$ cat src/rtl/alu_issue_ctrl.sv
// Issue/writeback controller for the LC-3 operate instructions (ADD, AND, NOT).
// Holds R0-R7, drives the ALU operands/function and retires results with NZP update.
module alu_issue_ctrl (
   input  logic        clk,
   input  logic        rst_n,
   input  logic [15:0] instr,
   input  logic        instr_valid,
   output logic        instr_ready,
   input  logic        init_we,
   input  logic [2:0]  init_addr,
   input  logic [15:0] init_data,
   input  logic [2:0]  rd_addr,
   output logic [15:0] rd_data,
   output logic [15:0] regA,
   output logic [15:0] regB,
   output logic [1:0]  ALUK,
   input  logic [15:0] ALU,
   output logic        done,
   output logic        illegal,
   output logic [2:0]  nzp
);

   typedef enum logic [1:0] {
      IDLE   = 2'd0,
      DECODE = 2'd1,
      EXEC   = 2'd2,
      WB     = 2'd3
   } state_t;

   state_t      state, state_nx;
   logic [15:0] instr_q;
   logic [15:0] result;
   logic [15:0] rf [8];

   logic [3:0]  op;
   logic [2:0]  dr, sr1, sr2;
   logic        op_add, op_and, op_not, legal;
   logic [15:0] imm_sx;

   assign op     = instr_q[15:12];
   assign dr     = instr_q[11:9];
   assign sr1    = instr_q[8:6];
   assign sr2    = instr_q[2:0];
   assign imm_sx = {{11{instr_q[4]}}, instr_q[4:0]};
   assign op_add = (op == 4'b0001);
   assign op_and = (op == 4'b0101);
   assign op_not = (op == 4'b1001);
   assign legal  = op_add | op_and | op_not;

   assign rd_data = rf[rd_addr];

   always_ff @(posedge clk or negedge rst_n) begin
      if (!rst_n) state <= IDLE;
      else        state <= state_nx;
   end

   always_comb begin
      state_nx    = state;
      instr_ready = 1'b0;
      done        = 1'b0;
      illegal     = 1'b0;
      case (state)
         IDLE: begin
            instr_ready = 1'b1;
            if (instr_valid) state_nx = DECODE;
         end
         DECODE: state_nx = EXEC;
         EXEC:   state_nx = WB;
         WB: begin
            done     = legal;
            illegal  = ~legal;
            state_nx = IDLE;
         end
         default: state_nx = IDLE;
      endcase
   end

   // Preload lands at the same edge as the handshake, so DECODE sees the new value.
   always_ff @(posedge clk or negedge rst_n) begin
      if (!rst_n) begin
         for (int unsigned i = 0; i < 8; i++) rf[i] <= '0;
         instr_q <= '0;
         result  <= '0;
         regA    <= '0;
         regB    <= '0;
         ALUK    <= 2'b11;
         nzp     <= 3'b010;
      end else begin
         case (state)
            IDLE: begin
               if (init_we)     rf[init_addr] <= init_data;
               if (instr_valid) instr_q       <= instr;
            end
            DECODE: begin
               if (legal) begin
                  regA <= rf[sr1];
                  if (op_not)          regB <= '0;
                  else if (instr_q[5]) regB <= imm_sx;
                  else                 regB <= rf[sr2];
               end
               if (op_add)      ALUK <= 2'b00;
               else if (op_and) ALUK <= 2'b01;
               else if (op_not) ALUK <= 2'b10;
               else             ALUK <= 2'b11;
            end
            EXEC: result <= ALU;
            WB: begin
               ALUK <= 2'b11;
               if (legal) begin
                  rf[dr] <= result;
                  if (result[15])        nzp <= 3'b100;
                  else if (result == '0) nzp <= 3'b010;
                  else                   nzp <= 3'b001;
               end
            end
            default: ;
         endcase
      end
   end

endmodule

$ cat config.mk
export PLATFORM = sky130hd
export DESIGN_NAME = alu_issue_ctrl
export DESIGN_NICKNAME = d
export VERILOG_FILES = /design/src/rtl/alu_issue_ctrl.sv
export SDC_FILE = /design/constraint.sdc
export NUM_CORES = 1
export LEC_CHECK = 0
export BUFFER_PORTS_ARGS = -buffer_cell sky130_fd_sc_hd__buf_2
export CAP_MARGIN = 0
export CORE_MARGIN = 2
export CORE_UTILIZATION = 65
export CTS_CLUSTER_SIZE = 25
export DETAILED_ROUTE_END_ITERATION = 10
export GPL_TIMING_DRIVEN = 0
export PLACE_DENSITY = 0.86
export SYNTH_ARGS = -nofsm -noshare
export SYNTH_HDL_FRONTEND = slang
export SYNTH_SLANG_ARGS = --single-unit
export TNS_END_PERCENT = 5
$ cat constraint.sdc
create_clock -name clk -period 4.75 [get_ports clk]
set_input_delay 0.475 -clock clk [delete_from_list [all_inputs] [get_ports clk]]
set_output_delay 0.475 -clock clk [all_outputs]
set_load 0.02 [all_outputs]
==> run metrics <==
Crit-path slowest cell clkbuf_1; cell family with most CP delay buffers and inverters; vias in the first global route 10000; die height 140 um; pin count of the biggest net entering global routing 70; post-cts resize count 0; Slew @ Worst Pin 968 ps; largest stage delay on the critical path 480 ps; Starting Density 66.6%; drt total wl 36700 um; Peak Freq 285 MHz; Gate Count Post-Synth 945; Yosys cell types 51; drc violations 0; Port Buf Inserts 108; Peak VDD IR 0.375 mV; Crit Path Class flop to primary output; RSZ-0062 raised after global routing false; post-synth top area share 40.9%; Tmin final 3510 ps; crit-path cells ha_1 -> clkbuf_1 -> clkbuf_1 -> clkbuf_1 -> nand3_1 -> inv_1 -> buf_2; Critical Path Sink Type primary output; fin crit share 73.9%; Max Slew Vio Count 0; Bufs on Longest Clock Path 2; CP most frequent cell clkbuf_1; Syn Area/Cell 12.7 um2; DR iter-0 viols 1498; final hold vios 0; Lkg Pwr 0.00583 uW; initial antenna violation count 0; Routed Antenna Nets 0; Worst slew margin 35.5%; commonest cells after routing, fill and taps aside dfrtp_1 (196), mux2_2 (148), o22ai_1 (138), buf_2 (121), mux4_2 (85); root buffer cell clkbuf_16; HPWL Detailed 25900 um; outcome complete, no violations; hold_sp instr_valid; placed instance area 12900 um2; CTS Sinks 199; CP required 4280 ps; Async SR Flop Fraction 100%; PwrDens 676 nW/um2; CTS H-tree lvls 4; sequential element share of the synthesized area 41.5%; row count 49; CTS tree yes; # diodes 0; Tot GR Track Use 38.3%; Worst Setup SP state[0]; Synth warnings 0; hold crit path type input pin to flop; Die X 140 um; most common cell after layout, fill and taps aside dfrtp_1; hold buffer count at cts 1; layout cells sized above 1 41.1%; postcts setup bufs 0; Maximum Capacitance Violations 0; Post-Syn Nets 1007; Seq. cell area 4980 um2; setup violators final 0; FF-to-FF Start state[0]; Nets 1137; Skew-Pair Late Insertion Delay 450 ps; Bufs and invs on worst path 5; crit path launch type flop; Max Clock Skew 9.79 ps; CP arrival 3040 ps; layout filler cell count 1137; CTS clk-pin slew, worst paths 70 ps; finished layout cell area 13500 um2; # IOs 114; synth top area cells dfrtp_1 (41%), mux4_2 (16%), mux2_2 (14%); multi-input logic area 6510 um2; peak fanout along the critical path 10; Vias 9957; area leader, netlist dfrtp_1; Die Area 19600 um2; synthesized flop and latch total 199; Synth Flop Type dfrtp_1; setup TNS 0 ps; gpl congestion 0.979; Via density 7.56; wire per inst 27.8 um; first-pass iteration count of the detailed router 6; CORE AREA 18000 um2; grt ovf 0; EDFF count, synth 0; Mapped Area 12000 um2; synthesis-to-finish area growth 12.8%; Num CTS Buffers 17; global-route wire length before repair 57100 um
## kinds of logic (layout without fill, tap and decap cells)
kind of cell / after synthesis / count (layout) / synth area share (%)
simple gates: 128 / 128 / 5.98
compound gates: 202 / 202 / 10.9
mux: 303 / 303 / 36.9
fa+ha+maj: 4 / 4 / 0.417
flops: 199 / 199 / 41.5
buf+inv: 109 / 252 / 4.24
## metal layers
| layer | up-vias | global-route usage [%] | wire length [um] | part of all wire [%] |
|---|---|---|---|---|
| li1 | 3963 | - | - | - |
| met1 | 4839 | 50.4 | 12800 | 35 |
| met2 | 934 | 56.7 | 16400 | 45 |
| met3 | 221 | 13.7 | 5490 | 15 |
| met4 | 0 | 19.8 | 1970 | 5.4 |
| met5 | - | 0 | 0 | 0 |
## sequential cells by signal, indices dropped and copies added (netlist names)
name and cells:
ALUK 2, nzp 3, state 2, instr_q 16, rf 128, result 16, regA 16, regB 16
## stage by stage
stage	setup WS (ps)	instances	power [uW]	util, %	hold slack (ps)
finish	1240	1317	9160	75.1	237
global route	1110	1317	9480	75.1	251
CTS	1270	1317	8960	75.1	237
detailed placement	1760	1284	7330	71.6	446
global placement	-50.8	1282	7100	71.2	457
floorplan	2330	945	5990	-	179
## final timing paths
kind,to,slack (ps),depth (start not counted)
worst max-delay path,done,1240,7
worst min-delay path,state[1],240,2
worst max register to register,rf[58],1830,7
worst min register to register,regA[12],470,2
max in group asynchronous,rf[117],3130,4
min in group asynchronous,instr_q[10],540,2
## power breakdown
| group | internal, uW | total, uW | switching, uW |
|---|---|---|---|
| registers | 2400 | 3160 | 759 |
| logic | 2030 | 4400 | 2370 |
| clock network | 897 | 1590 | 693 |
| total | 5330 | 9160 | 3820 |
## synthesized netlist by cell type (4+ instances only)
master and instances:
a21oi_4 4, a21oi_2 4, nand3_1 6, mux2_2 148
dfrtp_1 196, clkbuf_1 57, nand2b_1 18, or3_1 6
or3_4 4, inv_1 4, ha_1 4, nand4_1 7
o21ai_0 31, o22ai_1 138, nor2_1 5, buf_2 14
buf_1 24, nor4_1 4, nand3b_1 7, mux4_2 85
a22oi_1 12, nand2_1 50, mux2i_1 40, mux2_4 30
## cell type report
cell class                 instances  area share (%)
buffer                           104            3.62
clock buffer                      18            3.17
clock inverter                    14            1.52
inverter                           5           0.139
multi-input combinational        637            48.1
sequential                       199            36.8
tap                              229            2.12
timing repair buffer             111            4.55
(Power assumes the default switching activity.)
